<file path="src/rtl/decoder3to8_stream.sv">
// Registered 3-to-8 one-hot decoder with valid/ready on both sides, a 2-entry skid buffer
// and a wrapping delivered-word counter. Define DECODER3TO8_HOLD_EN to keep the last word on out_onehot while idle.
module decoder3to8_stream #(
    parameter int CNT_W = 16
) (
    input  logic             clk,
    input  logic             rst_n,
    input  logic [2:0]       in_code,
    input  logic             in_valid,
    output logic             in_ready,
    output logic [7:0]       out_onehot,
    output logic             out_valid,
    input  logic             out_ready,
    output logic [CNT_W-1:0] count
);

    typedef enum logic [1:0] {
        EMPTY = 2'd0,
        ONE   = 2'd1,
        TWO   = 2'd2
    } state_t;

    state_t           state_q, state_d;
    logic [7:0]       main_q, main_d;
    logic [7:0]       skid_q, skid_d;
    logic             in_ready_q;
    logic [CNT_W-1:0] count_q;
    logic             in_fire, out_fire;
    logic [7:0]       word;

    assign out_valid = (state_q != EMPTY);
    assign in_ready  = in_ready_q;
    assign in_fire   = in_valid & in_ready_q;
    assign out_fire  = out_valid & out_ready;
    assign word      = 8'b0000_0001 << in_code;
    assign count     = count_q;

`ifdef DECODER3TO8_HOLD_EN
    // main is never cleared on drain, so it still holds the last delivered word
    assign out_onehot = main_q;
`else
    assign out_onehot = out_valid ? main_q : 8'h00;
`endif

    always_comb begin
        // NOTE: every combinational output gets a default first so no path infers a latch.
        state_d = state_q;
        main_d  = main_q;
        skid_d  = skid_q;
        unique case (state_q)
            EMPTY: begin
                if (in_fire) begin
                    state_d = ONE;
                    main_d  = word;
                end
            end
            ONE: begin
                if (in_fire && out_fire) begin
                    main_d = word;
                end else if (in_fire) begin
                    state_d = TWO;
                    skid_d  = word;
                end else if (out_fire) begin
                    state_d = EMPTY;
                end
            end
            TWO: begin
                if (out_fire) begin
                    state_d = ONE;
                    main_d  = skid_q;
                end
            end
            default: state_d = EMPTY;
        endcase
    end

    // in_ready is registered from the next state so it never depends on this cycle's inputs
    always_ff @(posedge clk or negedge rst_n) begin
        // NOTE: sequential state uses non-blocking assignments so all flops update together.
        if (!rst_n) begin
            state_q    <= EMPTY;
            main_q     <= 8'h00;
            skid_q     <= 8'h00;
            in_ready_q <= 1'b0;
            count_q    <= '0;
        end else begin
            state_q    <= state_d;
            main_q     <= main_d;
            skid_q     <= skid_d;
            in_ready_q <= (state_d != TWO);
            if (out_fire) begin
                count_q <= count_q + 1'b1;
            end
        end
    end

endmodule

</file>
<file path="config.mk">
export PLATFORM = sky130hd
export DESIGN_NAME = decoder3to8_stream
export DESIGN_NICKNAME = d
export VERILOG_FILES = /design/src/rtl/decoder3to8_stream.sv
export SDC_FILE = /design/constraint.sdc
export NUM_CORES = 1
export LEC_CHECK = 0
export CORE_AREA = 2 2 70 72
export DETAILED_ROUTE_END_ITERATION = 7
export DIE_AREA = 0 0 72 74
export SYNTH_ARGS = -nofsm -noshare
export SYNTH_HDL_FRONTEND = slang
export SYNTH_SLANG_ARGS = --single-unit
</file>
<file path="constraint.sdc">
create_clock -name clk -period 1.7 [get_ports clk]
set_clock_uncertainty 0.15 [all_clocks]
set_input_delay 0.51 -clock clk [delete_from_list [all_inputs] [get_ports clk]]
set_output_delay 0.51 -clock clk [all_outputs]
set_load 0.1 [all_outputs]
</file>
==> results_dict.tcl <==
set metrics [dict create \
    status "complete, but fails checks" \
    violations "negative setup slack" \
    numCtsBuffers 5 \
    synth_area_per_cell_um2 11.4 \
    final_cell_mix "30 x buf_12, 19 x dfrtp_1, 15 x nor2_1, 11 x dfrtp_4, 10 x xnor2_1" \
    cts_max_path_buffers 2 \
    io_pins 33 \
    track_usage_pct 14.0 \
    drt-total-wl_um 3300 \
    portBuffers 32 \
    synthFlopType "dfrtp_1" \
    drive_gt1_share_pct 42.9 \
    num_antenna_cells 0 \
    crit_arrival_ns 1.27 \
    clock-sinks 35 \
    nFillCells 373 \
    timing.final.ws_setup_ns -0.230 \
    antenna_found_initial 0 \
    floorplan.initialDensity_pct 37.1 \
    synth_edf_count 0 \
    netlist_instances 150 \
    power_density_mw_per_mm2 1880 \
    synth-warning-count 0 \
    place_hpwl_um 2480 \
    grt_first_pass_wirelength_um 5800 \
    p_leak_nw 1.23 \
    grt-busiest-layer "met2" \
    synth.distinct_cells 34 \
    cts_setup_buffers 0 \
    htree_num_levels 2 \
    coreArea_mm2 0.00460 \
    post-route-period-util_pct 114 \
    postSynth.asyncResetShare_pct 100 \
    synth_nets 158 \
    crit_path_max_fanout 8 \
    slew-limit-headroom_pct 81.2 \
    num-nets-final 203 \
    grt_max_degree 36 \
    min_path_type "reg -> reg" \
    syn-cell-area_mm2 0.00170 \
    rsz0062_at_grt "true" \
    place.gp.congestion 0.787 \
    die-area_mm2 0.00533 \
    clk_latency_ns 0.29 \
    cts_root_buffer "clkbuf_8" \
    synth_seq_cells 35 \
    hold_viol 0 \
    setup_viol 9 \
    synth_fa_ha_area_share_pct 0.734 \
    synth_compound_area_share_pct 5.73 \
    crit_type "reg -> out" \
    critPathRequiredTime_ns 1.04 \
    finalInstanceArea_mm2 0.00272 \
    tightestPinTransition_ns 0.282 \
    finalMaxSlewViolations 0 \
    die_w_um 72 \
    rows 25 \
    synthXorXnorAreaFrac_pct 7.71 \
    num_vias 1220 \
    maxCapViolations 0 \
    end_kind "primary output" \
    vias_per_cell 4.88 \
    met2_usage_pct 23.1 \
    drcViolationCount 0 \
    irDropWorstVdd_v 0.00118 \
    cts_tree "done" \
    use_met3_pct 4.07 \
    power.total_w 0.00511 \
    synthToLayoutAreaGrowth_pct 59.5 \
    final_common_cell "buf_12" \
    fp.dieH_um 74 \
    cp-start-kind "register" \
    final.setup.tns_ns -1.96 \
    grt_pass1_vias 1240 \
    yosys.area_share.simple_pct 21.5 \
    postPlaceCellArea_mm2 0.00258 \
    first_pass_iters 4 \
    synthMuxAreaShare_pct 10.6 \
    final.min_clock_period_ns 1.93 \
    drt-initial-drc-count 40 \
    clkTransAtPathRegs_ns 0.07 \
    clock.fmax_mhz 518 \
    hold_slack_ns 0.339 \
    postLayoutCoreUtil_pct 59.1 \
    synth_top_family_by_area "simple AND/OR/NAND/NOR gates" \
    wire_per_inst_um 13.2 \
    ys_seq_area_share_pct 51.4 \
    drtAntennaViolNets 0 \
    grt_overflow 0 \
    grtUsageMet1_pct 17.6 \
]
==> layer usage <==
layer	share of wire [%]	wire, um	vias to the layer above
li1	-	-	608
met1	43	1410	583
met2	52	1700	25
met3	4.5	148	4
met4	1.2	39	0
met5	0	0	-
==> sequential cells by signal, summed over array words and instances (netlist names) <==
name      cells
count        16
main_q        8
skid_q        8
state_q       2
in_ready      1
==> worst max-delay path, cell delays in order (launching register included) <==
cell and delay, ns:
dfrtp_2 0.43, nor2_4 0.17, buf_12 0.17, nor2b_4 0.05, buf_12 0.16
==> path summary, 6_finish.rpt <==
| check | from | endpoint | slack (ns) | cells past startpoint |
|---|---|---|---|---|
| max | state_q[0] | out_onehot[4] | -0.23 | 4 |
| min | skid_q[0] | skid_q[0] | 0.34 | 1 |
| max reg2reg | state_q[0] | main_q[6] | 0.06 | 7 |
| min reg2reg | skid_q[0] | skid_q[0] | 0.34 | 1 |
| max in group asynchronous | rst_n | count[5] | 0.76 | 2 |
| min in group asynchronous | rst_n | skid_q[5] | 0.44 | 2 |
==> what timing repair did <==
| item | 4_1_cts | 5_1_grt |
|---|---|---|
| gates resized for setup | 4 | 3 |
| hold buffers | 0 | 0 |
| endpoints found under the setup margin | 33 | 15 |
| pin swaps | 1 | 2 |
==> kinds of logic (layout without fill, tap and decap cells) <==
group | after synthesis | in the layout
simple gates | 60 | 60
buf+inv | 8 | 54
fa+ha+maj | 1 | 1
xor+xnor | 15 | 15
flops | 35 | 35
compound gates | 14 | 14
mux | 17 | 17
==> area by class of cell <==
class	instances	area (um2)	area share (%)
well taps	54	67.6	2.49
clock buffers	6	82.6	3.04
inverters	4	18.8	0.690
multi-input cells	107	888	32.7
clock inverters	2	35.0	1.29
flip-flops and latches	35	923	34.0
repair buffers	42	703	25.9
==> report_power, final <==
part	leakage (nW)	internal (W)	switching [W]	total, W
Combinational	0.745	0.00117	0.00179	0.00297
Sequential	0.426	0.00112	0.000253	0.00138
Clock	0.0612	0.000474	0.000297	0.000772
==> through the flow <==
stage               instances  worst slack [ns]
CTS                       250            -0.239
global placement          242            -0.404
floorplan                 150            -0.404
finish                    250            -0.230
detailed placement        242            -0.443
global route              250            -0.289
==> synth_stat cells (all sizes together), types with 5 or more instances <==
library cell | instances | area (um2)
nor2 | 16 | 60.1
dfrtp | 35 | 876
nor2b | 9 | 58.8
xnor2 | 10 | 87.6
a21oi | 9 | 45.0
nand3 | 5 | 30.0
nand2 | 10 | 37.5
mux2 | 8 | 90.1
xor2 | 5 | 43.8
mux2i | 9 | 90.1
Note: power is estimated with default switching activity, not from simulation.
==> RTL edit 1: new RTL, config.mk and constraints unchanged <==
Change the parameter `CNT_W` from 16 to 14.
--- a/src/rtl/decoder3to8_stream.sv
+++ b/src/rtl/decoder3to8_stream.sv
@@ -2,5 +2,5 @@
 // and a wrapping delivered-word counter. Define DECODER3TO8_HOLD_EN to keep the last word on out_onehot while idle.
 module decoder3to8_stream #(
-    parameter int CNT_W = 16
+    parameter int CNT_W = 14
 ) (
     input  logic             clk,
Ports: changed (resized count); port bits go from 33 to 31. The function was not compared with the original's and may differ.
==> RTL edit 1 against the original RTL <==
The flow still finishes with violations (setup timing); sequential cell count is 2 lower; final area is 4.9% lower; power down 0.83%; first-iteration DRC count increased by 53%; wire length up 1.3%; worst setup slack better by 0.042 ns; area after synthesis fell by 7.3%; count of clock-buffer cells in the layout rose by 1; critical path type unchanged; critical endpoint is now out_onehot[1].
==> RTL edit 1: results (changes against the original RTL) <==
\begin{tabular}{lr}
\hline
Metric & Value \\
\hline
\multicolumn{2}{l}{\textbf{GRT}} \\
Overall routing resource usage & 14.43\% (was 13.99\%) \\
Vias in the first global route & 1263 (was 1240) \\
Met1 routing resource usage after global routing & 17.92\% (was 17.57\%) \\
Grt met2 use & 23.66\% (was 23.15\%) \\
Fraction of met3 tracks used by global routing & 4.607\% (was 4.065\%) \\
\multicolumn{2}{l}{\textbf{Detailed routing}} \\
DR WL met3 & 161 um (was 148 um) \\
Routed vias/inst & 4.877 (was 4.880) \\
Final wirelength & 3343 um (was 3300 um) \\
\multicolumn{2}{l}{\textbf{Worst setup path}} \\
Capture instance of the worst register-to-register path & skid\_q[3]\$\_DFFE\_PN0P\_ (was main\_q[6]\$\_DFFE\_PN0P\_) \\
Startpoint of the worst register-to-register path & state\_q[1]\$\_DFF\_PN0\_ (was state\_q[0]\$\_DFF\_PN0\_) \\
Depth of the worst register-to-register path & 5 (was 7) \\
Worst path slowest cell & dfrtp\_1 (was dfrtp\_2) \\
Worst setup path endpoint & out\_onehot[1] (was out\_onehot[4]) \\
Crit path max fanout & 9 (was 8) \\
\multicolumn{2}{l}{\textbf{Layout}} \\
Clk tree area frac & 3.921\% (was 4.326\%) \\
Area of all sequential standard cells & 857.1 um\^{}2 (was 923.4 um\^{}2) \\
Number of clock-tree buffers in the layout & 7 (was 6) \\
Max FFs per register & 14 (was 16) \\
Number of combinational gates with multiple inputs & 100 (was 107) \\
\multicolumn{2}{l}{\textbf{Timing}} \\
Accumulated negative setup slack & -1.643 ns (was -1.962 ns) \\
Actual slew at the worst max-slew pin & 0.3081 ns (was 0.2821 ns) \\
Worst setup margin & -0.1882 ns (was -0.2303 ns) \\
Final setup fails & 9 (unchanged) \\
\multicolumn{2}{l}{\textbf{Logic synthesis}} \\
Synthesized netlist net count & 149 (was 158) \\
Commonest cells in the netlist & dfrtp\_1 (33), nor2\_1 (17), a21oi\_1 (9), mux2\_1 (9), mux2i\_1 (9) (was dfrtp\_1 (35), nor2\_1 (16), nand2\_1 (10), xnor2\_1 (10)) \\
Sequential area share after synthesis & 52.26\% (was 51.40\%) \\
Top post-synthesis cells by area & dfrtp\_1 (52\%), mux2\_1 (6.4\%), mux2i\_1 (5.7\%) (was dfrtp\_1 (51\%), mux2i\_1 (5.3\%), mux2\_1 (5.3\%)) \\
\multicolumn{2}{l}{\textbf{Placed design}} \\
Routability Congestion & 0.7228 (was 0.7867) \\
\multicolumn{2}{l}{\textbf{Run status}} \\
Run status & finished with violations (unchanged) \\
Violated checks & setup timing (unchanged) \\
\multicolumn{2}{l}{\textbf{Power}} \\
Net load switching power & 2391 uW (was 2343 uW) \\
Logic power comb & 3120 uW (was 2970 uW) \\
\multicolumn{2}{l}{\textbf{Min path}} \\
End point of the worst hold path & skid\_q[1]\$\_DFFE\_PN0P\_ (was skid\_q[0]\$\_DFFE\_PN0P\_) \\
\hline
\end{tabular}
RTL edit 1: through the flow:
stage / hold slack, ns / total power (uW) / utilization [%] / worst slack (ns) / cells
2_1_floorplan: 0.06441 / 3296 / - / -0.1437 / 141
3_3_place_gp: 0.3187 / 4381 / 53.22 / -0.4509 / 235
3_5_place_dp: 0.3239 / 4437 / 53.22 / -0.4720 / 235
4_1_cts: 0.3396 / 5117 / 55.70 / -0.2070 / 244
5_1_grt: 0.3546 / 5303 / 56.22 / -0.2332 / 243
6_report: 0.3349 / 5071 / 56.22 / -0.1882 / 243
RTL edit 1: kinds of logic after synthesis:
group	Yosys count	synth area share [%]
AOI/OAI and AO/OA	14	6.097
xor gates and xnor gates	13	7.205
adders and majority gates	1	0.7916
buffers and inverters	8	3.167
DFF	33	52.26
muxes	18	12.11
and+or+nand+nor	54	18.37
RTL edit 1: timing repair:
item / in CTS / in global routing
hold buffers: 0 / 0
setup endpoints to repair: 31 / 18
gates resized for setup: 5 / 7
setup buffers: 1 / 0
pin swaps: 0 / 4
==> RTL edit 2: new RTL, config.mk and constraints unchanged <==
Made on the original files. Re-encode `state_t` (3 states) as one-hot, 3 bits wide.
--- a/src/rtl/decoder3to8_stream.sv
+++ b/src/rtl/decoder3to8_stream.sv
@@ -15,8 +15,8 @@
 );
 
-    typedef enum logic [1:0] {
-        EMPTY = 2'd0,
-        ONE   = 2'd1,
-        TWO   = 2'd2
+    typedef enum logic [2:0] {
+        EMPTY = 3'b001,
+        ONE   = 3'b010,
+        TWO   = 3'b100
     } state_t;
 
Behaviour: same outputs for any inputs over 10 cycles, from zero or initial values and one cycle with rst_n low; not proved beyond that.
==> RTL edit 2 against the original RTL <==
The flow still finishes with violations (setup timing); largest power group unchanged; wire length grew 29%; worst hold slack gained 0.026 ns; worst setup slack lost 0.25 ns; register-to-register slack lost 0.32 ns; sequential cell count grew 1; clock power shrank 19%; global-route usage grew 3.6 points; area after synthesis grew 5.4%; power grew 2.1%; utilization grew 8.6 points; largest cell class is now buffers; final area grew 15%.
==> RTL edit 2: results (changes against the original RTL) <==
\begin{tabular}{lr}
\hline
Metric & Value \\
\hline
\multicolumn{2}{l}{\textbf{Logic synthesis}} \\
Number of distinct library cells after synthesis & 35 (was 34) \\
Mapped Avg Cell Area & 11.02 um\^{}2 (was 11.36 um\^{}2) \\
Top post-synthesis cells by area & dfrtp\_1 (49\%), mux2\_2 (9.4\%), xnor2\_1 (5.4\%) (was dfrtp\_1 (51\%), mux2i\_1 (5.3\%), mux2\_1 (5.3\%)) \\
Sequential area share after synthesis & 50.21\% (was 51.40\%) \\
Synthesized netlist net count & 171 (was 158) \\
\multicolumn{2}{l}{\textbf{GRT}} \\
Vias in the first global route & 1574 (was 1240) \\
Met1 routing resource usage after global routing & 19.84\% (was 17.57\%) \\
Grt met2 use & 32.51\% (was 23.15\%) \\
\multicolumn{2}{l}{\textbf{Layout}} \\
Relative area change from synthesis to final layout & 73.40\% (was 59.54\%) \\
\multicolumn{2}{l}{\textbf{Worst setup path}} \\
Worst path slowest cell & dfstp\_2 (was dfrtp\_2) \\
Endpoint arrival time on the critical path & 1.52 ns (was 1.27 ns) \\
Capture instance of the worst register-to-register path & count[11]\$\_DFFE\_PN0P\_ (was main\_q[6]\$\_DFFE\_PN0P\_) \\
R2R Setup Slk & -0.26 ns (was 0.06 ns) \\
Crit path max fanout & 10 (was 8) \\
\multicolumn{2}{l}{\textbf{Detailed routing}} \\
Final wirelength & 4272 um (was 3300 um) \\
Sum of routed wire segments on met1 & 1735 um (was 1407 um) \\
Starting DRT DRC Count & 73 (was 40) \\
Routed vias/inst & 4.959 (was 4.880) \\
\multicolumn{2}{l}{\textbf{Power}} \\
VDD IR max & 0.001223 V (was 0.001181 V) \\
Proportion of total power due to net switching & 44.05\% (was 45.81\%) \\
\multicolumn{2}{l}{\textbf{Timing}} \\
Accumulated negative setup slack & -6.991 ns (was -1.962 ns) \\
Final setup fails & 36 (was 9) \\
Hold\_ws & 0.3643 ns (was 0.3386 ns) \\
Worst setup margin & -0.4789 ns (was -0.2303 ns) \\
Actual slew at the worst max-slew pin & 0.3580 ns (was 0.2821 ns) \\
\multicolumn{2}{l}{\textbf{Run status}} \\
Run status & finished with violations (unchanged) \\
Violated checks & setup timing (unchanged) \\
\multicolumn{2}{l}{\textbf{Placed design}} \\
Worst slack at placement & -0.5685 ns (was -0.4425 ns) \\
\multicolumn{2}{l}{\textbf{Min path}} \\
Worst min-delay path startpoint & main\_q[6]\$\_DFFE\_PN0P\_ (was skid\_q[0]\$\_DFFE\_PN0P\_) \\
\hline
\end{tabular}
RTL edit 2: power by group through the flow:
stage / Clock (uW) / Combinational, uW / Sequential (uW)
floorplan: 0 / 1300 / 1890
global placement: 0 / 2790 / 1390
detailed placement: 0 / 2840 / 1420
CTS: 643 / 3110 / 1400
global route: 686 / 3320 / 1450
finish: 622 / 3190 / 1410
RTL edit 2: logic make-up (layout without fill, tap and decap cells):
family	count (synthesis)	count (layout)	share of synthesized area (%)
compound gates	11	11	4.040
xor+xnor	16	16	7.799
fa+ha+maj	1	1	0.6963
buf+inv	16	93	3.691
flops	36	36	50.21
mux	22	22	13.30
simple gates	61	61	20.26
RTL edit 2: repair_timing:
action / in CTS / in global routing
gates resized for setup: 23 / 21
pin swaps: 4 / 3
buffers inserted: 9 / 5
endpoints found under the setup margin: 41 / 41
RTL edit 2: cell type report:
class	instances	share of cell area, %
tap	54	2.169
sequential	36	30.68
inverter	11	1.406
multi-input combinational	111	31.00
timing repair buffer	74	31.85
clock buffer	8	2.892
